`src/rtl/riscv_mem_arbiter_pkg.sv`:
```
// Shared types and helpers for the instruction/data memory arbiter.
package riscv_mem_arbiter_pkg;

    // Width of the memory latency down-counter (covers MEM_LAT 1..15)
    localparam int unsigned CNT_W = 4;

    typedef enum logic [1:0] {
        ARB_IDLE    = 2'd0,
        ARB_BUSY_IF = 2'd1,
        ARB_BUSY_D  = 2'd2,
        ARB_RESP    = 2'd3
    } arb_state_t;

    typedef enum logic {
        PORT_IF = 1'b0,
        PORT_D  = 1'b1
    } arb_port_t;

    // Counter value loaded on grant so that BUSY lasts exactly `lat` cycles
    function automatic logic [CNT_W-1:0] lat_load(input int unsigned lat);
        return CNT_W'(lat - 1);
    endfunction

endpackage

```
`src/rtl/riscv_mem_arbiter.sv`:
```
// Arbitrates one single-port, fixed-latency unified memory between the
// core's instruction-fetch port and its load/store port. Data requests win
// from IDLE; the RESP cycle hands the memory to the other port if it waits.
module riscv_mem_arbiter
    import riscv_mem_arbiter_pkg::*;
#(
    parameter int unsigned ADDR_W  = 32,
    parameter int unsigned DATA_W  = 32,
    parameter int unsigned MEM_LAT = 2
) (
    input  logic              clk,
    input  logic              rst,

    input  logic              if_req_i,
    input  logic [ADDR_W-1:0] if_addr_i,
    output logic [DATA_W-1:0] if_rdata_o,
    output logic              if_ack_o,

    input  logic              d_req_i,
    input  logic              d_we_i,
    input  logic [ADDR_W-1:0] d_addr_i,
    input  logic [DATA_W-1:0] d_wdata_i,
    output logic [DATA_W-1:0] d_rdata_o,
    output logic              d_ack_o,

    output logic              mem_ce_o,
    output logic              mem_we_o,
    output logic [ADDR_W-1:0] mem_addr_o,
    output logic [DATA_W-1:0] mem_wdata_o,
    input  logic [DATA_W-1:0] mem_rdata_i,

    output logic              stall_o
);

    localparam logic [CNT_W-1:0] LAT_LOAD = lat_load(MEM_LAT);

    arb_state_t        r_state;
    arb_state_t        w_state_nxt;
    arb_port_t         r_owner;
    logic [CNT_W-1:0]  r_cnt;
    logic [ADDR_W-1:0] r_addr;
    logic              r_we;
    logic [DATA_W-1:0] r_wdata;
    logic [DATA_W-1:0] r_if_rdata;
    logic [DATA_W-1:0] r_d_rdata;

    logic              w_busy;
    logic              w_done;
    logic              w_grant_if;
    logic              w_grant_d;

    assign w_busy = (r_state == ARB_BUSY_IF) || (r_state == ARB_BUSY_D);
    assign w_done = w_busy && (r_cnt == '0);

    // State register
    always_ff @(posedge clk or negedge rst) begin
        if (!rst) begin
            r_state <= ARB_IDLE;
        end else begin
            r_state <= w_state_nxt;
        end
    end

    // Next-state and grant decision
    always_comb begin
        w_state_nxt = r_state;
        w_grant_if  = 1'b0;
        w_grant_d   = 1'b0;
        case (r_state)
            ARB_IDLE: begin
                if (d_req_i) begin
                    w_grant_d = 1'b1;
                end else if (if_req_i) begin
                    w_grant_if = 1'b1;
                end
            end
            ARB_BUSY_IF, ARB_BUSY_D: begin
                if (r_cnt == '0) begin
                    w_state_nxt = ARB_RESP;
                end
            end
            ARB_RESP: begin
                // The owner's own request is ignored: the core consumes this ack
                if ((r_owner == PORT_IF) && d_req_i) begin
                    w_grant_d = 1'b1;
                end else if ((r_owner == PORT_D) && if_req_i) begin
                    w_grant_if = 1'b1;
                end else begin
                    w_state_nxt = ARB_IDLE;
                end
            end
            default: w_state_nxt = ARB_IDLE;
        endcase
        if (w_grant_d) begin
            w_state_nxt = ARB_BUSY_D;
        end else if (w_grant_if) begin
            w_state_nxt = ARB_BUSY_IF;
        end
    end

    // Latch the granted request, track the owner and count down the latency
    always_ff @(posedge clk or negedge rst) begin
        if (!rst) begin
            r_owner <= PORT_IF;
            r_cnt   <= '0;
            r_addr  <= '0;
            r_we    <= 1'b0;
            r_wdata <= '0;
        end else if (w_grant_d) begin
            r_owner <= PORT_D;
            r_cnt   <= LAT_LOAD;
            r_addr  <= d_addr_i;
            r_we    <= d_we_i;
            r_wdata <= d_wdata_i;
        end else if (w_grant_if) begin
            r_owner <= PORT_IF;
            r_cnt   <= LAT_LOAD;
            r_addr  <= if_addr_i;
            r_we    <= 1'b0;
            r_wdata <= '0;
        end else if (w_busy && (r_cnt != '0)) begin
            r_cnt <= r_cnt - 1'b1;
        end
    end

    // Capture read data in the last memory cycle; stores keep the old load data
    always_ff @(posedge clk or negedge rst) begin
        if (!rst) begin
            r_if_rdata <= '0;
            r_d_rdata  <= '0;
        end else if (w_done) begin
            if (r_state == ARB_BUSY_IF) begin
                r_if_rdata <= mem_rdata_i;
            end else if (!r_we) begin
                r_d_rdata <= mem_rdata_i;
            end
        end
    end

    // Memory bus and acks decoded from state, so reset clears them at once
    always_comb begin
        mem_ce_o    = w_busy;
        mem_we_o    = w_busy && r_we;
        mem_addr_o  = w_busy ? r_addr  : '0;
        mem_wdata_o = w_busy ? r_wdata : '0;
        if_ack_o    = (r_state == ARB_RESP) && (r_owner == PORT_IF);
        d_ack_o     = (r_state == ARB_RESP) && (r_owner == PORT_D);
    end

    // Pipeline stall while any port waits; drops in the ack cycle
    always_comb begin
        stall_o = (if_req_i && !if_ack_o) || (d_req_i && !d_ack_o);
    end

    assign if_rdata_o = r_if_rdata;
    assign d_rdata_o  = r_d_rdata;

endmodule

```
`config.mk`:
```
export PLATFORM = sky130hd
export DESIGN_NAME = riscv_mem_arbiter
export DESIGN_NICKNAME = d
export VERILOG_FILES = /design/src/rtl/riscv_mem_arbiter_pkg.sv /design/src/rtl/riscv_mem_arbiter.sv
export SDC_FILE = /design/constraint.sdc
export NUM_CORES = 1
export LEC_CHECK = 0
export BUFFER_PORTS_ARGS = -buffer_cell sky130_fd_sc_hd__buf_2
export CAP_MARGIN = 20
export CORE_MARGIN = 5
export CORE_UTILIZATION = 40
export DETAILED_ROUTE_END_ITERATION = 12
export GPL_TIMING_DRIVEN = 0
export PLACE_DENSITY = 0.68
export SLEW_MARGIN = 5
export SYNTH_ARGS = -nofsm -noshare
export SYNTH_HDL_FRONTEND = slang
export SYNTH_SLANG_ARGS = --single-unit
```
`constraint.sdc`:
```
create_clock -name clk -period 3.7 [get_ports clk]
set_input_delay 0 -clock clk [delete_from_list [all_inputs] [get_ports clk]]
set_output_delay 0 -clock clk [all_outputs]
set_load 0.02 [all_outputs]
```
Yosys cells after proc, flatten, opt, wreduce, memory -nomap -nowiden
Cells that the tools add are included.
W data, S select, Z words.
{ "totals": {"ff_bits": 136, "in_bits": 133, "out_inout_bits": 133, "word_cells": 67} }
{ "classes": {"n_addsub": 1, "n_eq_ne": 6, "mux": 26, "n_bitwise": 3, "n_reduce_logical": 23} }
{ "op_table": {"columns": ["operator", "n"], "rows": [
  ["$mux W32", 6],
  ["$mux W4", 3],
  ["$ne A4 B4 Y1 const B", 3],
  ["$mux W2", 5],
  ["$logic_and A1 B1 Y1", 9],
  ["$mux W1", 9],
  ["$reduce_bool A4 Y1", 2],
  ["$eq A2 B2 Y1 const B", 2],
  ["$logic_not A4 Y1", 1],
  ["$pmux W1 S2", 2],
  ["$pmux W2 S2", 1],
  ["$reduce_and A4 Y1", 1],
  ["$sub A4 B1 Y4 const B", 1],
  ["$not A1 Y1", 3],
  ["$reduce_and A3 Y1", 1],
  ["$reduce_bool A3 Y1", 1],
  ["$eq A2 B1 Y1 const B", 1],
  ["$logic_not A1 Y1", 2],
  ["$logic_not A2 Y1", 1],
  ["$logic_or A1 B1 Y1", 2],
  ["$reduce_and A2 Y1", 1],
  ["$reduce_bool A2 Y1", 1],
  ["$reduce_or A2 Y1", 1]
]} }

Depth between registers and ports, before layout
Gate-level depths: netlist (run 1).
{ "depth": {"word_depth": 6, "ltp_mapped": 8, "depth_no_buf": 6} }

Worst setup path before layout (run 1)
No wires, ideal clock.
{ "synth_timing": {"kind": "register to register", "startpoint": "reg r_state[0]", "endpoint": "reg r_addr[24]", "setup_time_ns": 0.125, "t_arrival_ns": 2.203, "required_ns": 3.575, "path_slack_ns": 1.372, "path_stages_with_launch": 7, "n_path_buf": 1, "period_less_slack_ns": 2.328, "path_cell_list": "dfrtp_1 ha_1 nor2b_1 o21ai_1 clkbuf_1 mux2_2 mux2_2"} }
{ "synth_via": {"elab_chain_cells": 3, "word_cells_on_any_way": 6, "cone_classes": "eq/ne: 1; mux: 3; reduce/logical: 2"} }
{ "synth_rtl": {"columns": ["item", "line_no", "rtl"], "rows": [
  ["from (decl)", "riscv_mem_arbiter.sv:37", "arb_state_t r_state;"],
  ["from (signal assigned)", "riscv_mem_arbiter.sv:60", "r_state <= w_state_nxt;"],
  ["$eq A2 B2 Y1 / $logic_not A2 Y1 (equally long branches)", "riscv_mem_arbiter.sv:69", "case (r_state)"],
  ["$pmux W1 S2", "riscv_mem_arbiter.sv:69", null],
  ["$mux W32 / $reduce_bool A2 Y1 (equally long branches)", null, null],
  ["to (signal assigned)", "riscv_mem_arbiter.sv:112", "r_addr <= d_addr_i;"],
  ["to (signal assigned)", "riscv_mem_arbiter.sv:118", "r_addr <= if_addr_i;"],
  ["to (decl)", "riscv_mem_arbiter.sv:41", "logic [ADDR_W-1:0] r_addr;"]
]} }
Parallel ways exist; a longest one is shown, timed or not.
A chain may end at the register's enable or synchronous reset.

Worst setup path after layout (run 1)
{ "layout_timing": {"startpoint": "reg r_state[0]", "endpoint": "reg r_addr[30]"} }
Same word-level chain as after synthesis.

==> impl_metrics.toml, run 1 <==
[route]
drtAntennaViolNets = 0
vias = 5135
finalWirelength_mm = 17.64
first_pass_iters = 4
first_iter_violations = 147
vias_per_cell = 4.849
wl_per_cell_um = 16.66
drc_errors = 0

[cts]
clk_path_buf_depth = 2
cts_resized = 0
clk_pin_slew_ps = 60
cts_sinks = 136
htreeDepth = 4
cts_made_buffers = 17
cts_tree = "yes"
clock_latency_ps = 410
root_buffer = "clkbuf_16"

[worst_setup_path]
cp.arrival_ps = 3590
path_max_fanout = 10
r2r_setup_slack_ps = 400
critPathCaptureType = "register"
path_buf_inv = 2
cp_slowest_cell = "clkbuf_1"
critPathKind = "register to register"
cp_common_cell = "mux2_2"
cpPeakStageDelay_ps = 570
crit_family = "buffers and inverters"
start_kind = "register"
cp.required_ps = 3990
crit_chain = "ha_1, nor2b_1, o21ai_1, clkbuf_1, mux2_2, dlygate4sd3_1, mux2_2"

[synth]
synth-xor-area-share = 0.002837
netlist_area_sq_mm = 0.006173
yosys_warnings = 0
synth_edf_count = 0
syn_avg_cell_area_sq_um = 13.94
synthTopCellsByArea = "dfrtp_1 55%, mux2_2 18%, mux2_4 7.3%"
post-synth-top-area-fraction = 0.5513
synth_cell_types = 32
synth_common_cells = "136 x dfrtp_1, 98 x mux2_2, 65 x and2_1, 34 x a22o_1, 30 x mux2_4"
syn_nets = 582
synthMuxAreaShare = 0.2533
synth_ff_type = "dfrtp_1"
netlist_instances = 443
ys_ff_latch = 136
synth_seq_area_share = 0.5513
yosysTopAreaCell = "dfrtp_1"
synth_compound_area_frac = 0.06506
synthSimpleGateAreaFrac = 0.08391
synth_top_family_by_area = "multiplexers"
synth_adder_area_share = 0.01216
synthArstFlopShare = 1.000
yosys.cell_count.top_type = "dfrtp_1"

[floorplanning]
start_util = 0.4076
die_w_um = 134.2
boundaryPins = 266
num_rows = 45
dieArea_sq_mm = 0.01802
core_sq_mm = 0.01515
fp.dieH_um = 134.2

[placement]
dpl.cell_count = 897
dpl_worst_slack_ps = 961.8
post-dp-hpwl_mm = 11.87
gp_congestion = 0.7696
io_buffers = 265
dpl_cell_area_sq_mm = 0.007769

[finish]
utilization = 0.6378
drive_gt1_frac = 0.5040
area_delta_synth_final_pct = 56.49
final_nets = 997
antenna_cells = 0
nFillCells = 1130
final_cells = 1059
design_area_sq_mm = 0.009661

[sta]
setup-violations-final = 0
slew-limit-headroom = 0.5701
skew_ps = 9.056
hold_viol_final = 0
fin_crit_ps = 3297
setup_ws_ps = 402.7
slew_viol_final = 0
tightest_slew_ps = 644.8
period_share = 0.8912
rsz0062_at_grt = "false"
clock.fmax_ghz = 0.3033
hold_ws_ps = 72.86
finalSetupTns_ps = 0

[grt]
gr-usage-met1 = 0.2227
top_usage_layer = "met2"
antenna_found_initial = 0
grt_pass1_wl_mm = 28.21
overflow = 0
use_met3 = 0.06114
grt_max_degree = 72
grt_usage = 0.1971
grt_pass1_vias = 5672
grt_use_met2 = 0.3450

[worst_hold_path]
min_path_type = "primary input to register"

[job]
cap_violations = 0

[power_and_ir_drop]
power.leakage_nw = 4.862
ir_drop_mv = 0.4744
power_mw = 8.723
p_per_area_mw_per_mm2 = 903.0

[run_status]
status = "finished clean"
[worst paths after layout]
kind | start | to | depth (start not counted)
worst max register to register | r_state[0] | r_addr[30] | 7
max in group asynchronous | rst | r_wdata[4] | 3
min in group asynchronous | rst | r_addr[14] | 2
worst min register to register | r_wdata[2] | r_wdata[2] | 1
worst min-delay path | if_req_i | r_owner | 4
worst max-delay path | r_state[0] | r_addr[30] | 7
[per-layer routing]
metal  routed length [um]  vias to the layer above
met2                 9135                      206
met4                  492                        0
met5                    0                        -
met3                 1200                       43
li1                     -                     2394
met1                 6814                     2492
[cells by family (layout without fill, tap and decap cells)]
family,Yosys count,after routing
xor gates and xnor gates,2,2
buffers and inverters,35,463
and+or+nand+nor,85,85
muxes,129,129
DFF,136,136
AOI/OAI and AO/OA,50,50
adders and majority gates,6,6
[report_power, final]
group | switching [mW] | leakage, nW | internal [mW]
registers | 0.371 | 1.64 | 2.21
logic | 2.43 | 2.93 | 2.03
clock network | 0.680 | 0.289 | 1.01
total | 3.48 | 4.86 | 5.24
[registers in the layout (all words and copies together), names as in the netlist]
name / count
d_rdata_o: 32
if_rdata_o: 32
r_addr: 32
r_cnt: 4
r_owner: 1
r_state: 2
r_wdata: 32
r_we: 1
[tightest hold or removal path, cell delays in order]
cell      delay, ps
buf_2           120
nand2b_1         70
a21oi_1          70
o21ai_0         160
[layout by cell type, fill, tap and decap left out, drive strengths merged, types with 3 or more instances in the layout]
cell / count
dfrtp: 136
nand2: 4
buf: 275
o21ai: 5
inv: 13
nor2: 5
a22o: 34
clkbuf: 36
mux2: 128
nor2b: 3
a21oi: 4
dlygate4sd3: 130
ha: 6
clkinv: 6
and2: 65
[what timing repair did]
| action | in CTS | in global routing |
|---|---|---|
| hold buffers | 130 | 0 |
| buffers inserted | 0 | 0 |
| setup endpoints to repair | 0 | 0 |
| endpoints found under the hold margin | 194 | 0 |
[layout make-up]
type	instances	area (sq um)	area share
Timing Repair Buffer	396	2661	0.2755
Clock inverter	15	165.2	0.01710
Sequential cell	136	3403	0.3523
Tap cell	188	235.2	0.02435
Buffer	28	167.7	0.01736
Multi-Input combinational cell	272	2576	0.2667
Clock buffer	17	425.4	0.04404
Inverter	7	26.28	0.002720
Note: power is estimated with default switching activity, not from simulation.
==> run 2, diff against run 1 <==
Settings changed: CORE_MARGIN 5 to not set, PLACE_DENSITY 0.68 to 0.69.
==> run 2 against run 1 <==
- clock skew fell by 1.6 ps
- largest cell class unchanged
- maximum frequency down 1.5%
- count of clock-buffer cells in the layout rose by 4
- combinational power hardly changed
- final area is 0.66% higher
- first-iteration DRC count increased by 12%
- sequential power about the same
- largest power group unchanged
- critical path depth stayed put
==> impl_metrics.toml, run 2 (synthesized netlist as in run 1, its figures left out) <==
[grt]
overflow = 0
grt_pass1_vias = 5657
grt_max_degree = 73
antenna_found_initial = 0
grt_pass1_wl_mm = 27.57
grt_usage = 0.2200

[sta]
tightest_slew_ps = 670.8
slew_viol_final = 0
finalSetupTns_ps = 0
slew-limit-headroom = 0.5498
rsz0062_at_grt = "false"
fin_crit_ps = 3346
hold_viol_final = 0
setup_ws_ps = 353.6
period_share = 0.9044
skew_ps = 7.476
clock.fmax_ghz = 0.2988
setup-violations-final = 0

[finish]
design_area_sq_mm = 0.009724
final_common_cell = "buf_2"
final_cell_mix = "269 x buf_2, 136 x dfrtp_1, 130 x dlygate4sd3_1"
antenna_cells = 0
drive_gt1_frac = 0.5017
seqCellArea_sq_mm = 0.003403
final_cells = 1059
nFillCells = 1096
multi_input_area_sq_mm = 0.002576
final_nets = 997
area_delta_synth_final_pct = 57.52
utilization = 0.6420

[power_and_ir_drop]
p_seq_frac = 0.289
power.leakage_nw = 4.891
intPower_mw = 5.473
p_per_area_mw_per_mm2 = 916.5
ir_drop_mv = 0.4492
pwr-share-clk = 0.210
p_sw_frac = 0.3859
total_switching_power_mw = 3.440
power_frac_comb = 0.501

[cts]
htreeDepth = 4
clk_path_buf_depth = 2
clock_latency_ps = 410
root_buffer = "clkbuf_16"
cts_tree = "yes"
clk_pin_slew_ps = 60
cts_sinks = 136
cts_made_buffers = 17

[floorplanning]
die_w_um = 126.2
num_rows = 45
boundaryPins = 266
fp.dieH_um = 126.2
core_sq_mm = 0.01515
start_util = 0.4076
dieArea_sq_mm = 0.01593

[worst_setup_path]
cp.required_ps = 4000
start_kind = "register"
cp.arrival_ps = 3640
critPathKind = "register to register"
critPathCaptureType = "register"
path_max_fanout = 10

[run_status]
status = "finished clean"

[route]
vias_per_cell = 4.843
first_pass_iters = 4
drc_errors = 0
drtAntennaViolNets = 0
wl_per_cell_um = 15.93
first_iter_violations = 164
finalWirelength_mm = 16.87
vias = 5129

[worst_hold_path]
min_path_type = "primary input to register"

[job]
cap_violations = 0

[placement]
gp_congestion = 0.7472
dpl_worst_slack_ps = 965.3
dpl_cell_area_sq_mm = 0.007769
post-dp-hpwl_mm = 10.90
io_buffers = 265
dpl.cell_count = 897
## run 2: worst max-delay path, stage by stage, from the launching register on
cell	delay [ps]
dfrtp_1	400
ha_1	260
nor2b_1	190
o21ai_1	550
clkbuf_1	590
mux2_2	420
dlygate4sd3_1	570
mux2_2	260
## run 2: worst paths after layout
| check | from | end | slack, ps | cells after the start |
|---|---|---|---|---|
| setup / recovery | r_state[0] | r_addr[30] | 350 | 7 |
| hold / removal | if_req_i | r_owner | 90 | 4 |
| setup reg to reg | r_state[0] | r_addr[30] | 350 | 7 |
| hold reg to reg | r_wdata[11] | r_wdata[11] | 490 | 1 |
| max in group asynchronous | rst | r_wdata[7] | 2790 | 3 |
| min in group asynchronous | rst | r_addr[10] | 160 | 2 |
## run 2: power groups by stage
stage               sequential, mW  clock [mW]  combinational [mW]
floorplan                     2.96           0                2.50
global placement              2.54           0                4.17
detailed placement            2.58           0                4.27
CTS                           2.56        1.91                4.46
global route                  2.66        1.98                4.80
finish                        2.57        1.87                4.46
## run 2: through the flow
stage,hold WS (ps),power [mW]
floorplan,-295.6,5.461
global placement,223.7,6.702
detailed placement,36.67,6.847
CTS,53.69,8.934
global route,148.1,9.438
finish,87.48,8.912
## run 2: metal layers
metal / up-vias / wire length (um) / global-route usage / part of all wire
met1: 2499 / 6862 / 0.2516 / 0.41
li1: 2386 / - / - / -
met3: 38 / 881 / 0.05183 / 0.052
met5: - / 0 / 0 / 0
met2: 206 / 8639 / 0.3861 / 0.51
met4: 0 / 490 / 0.1077 / 0.029
## run 2: layout make-up
class | count | share of cell area
plain buffers | 28 | 0.01724
clock buffers | 21 | 0.04735
multi-input cells | 272 | 0.2649
clock inverters | 11 | 0.01994
well taps | 188 | 0.02419
inverters | 7 | 0.002702
flip-flops and latches | 136 | 0.3500
repair buffers | 396 | 0.2737
## run 2: what timing repair did
item	in CTS	in global routing
endpoints found under the hold margin	193	0
hold buffers	130	0
buffers inserted	0	0
gates resized for setup	0	0
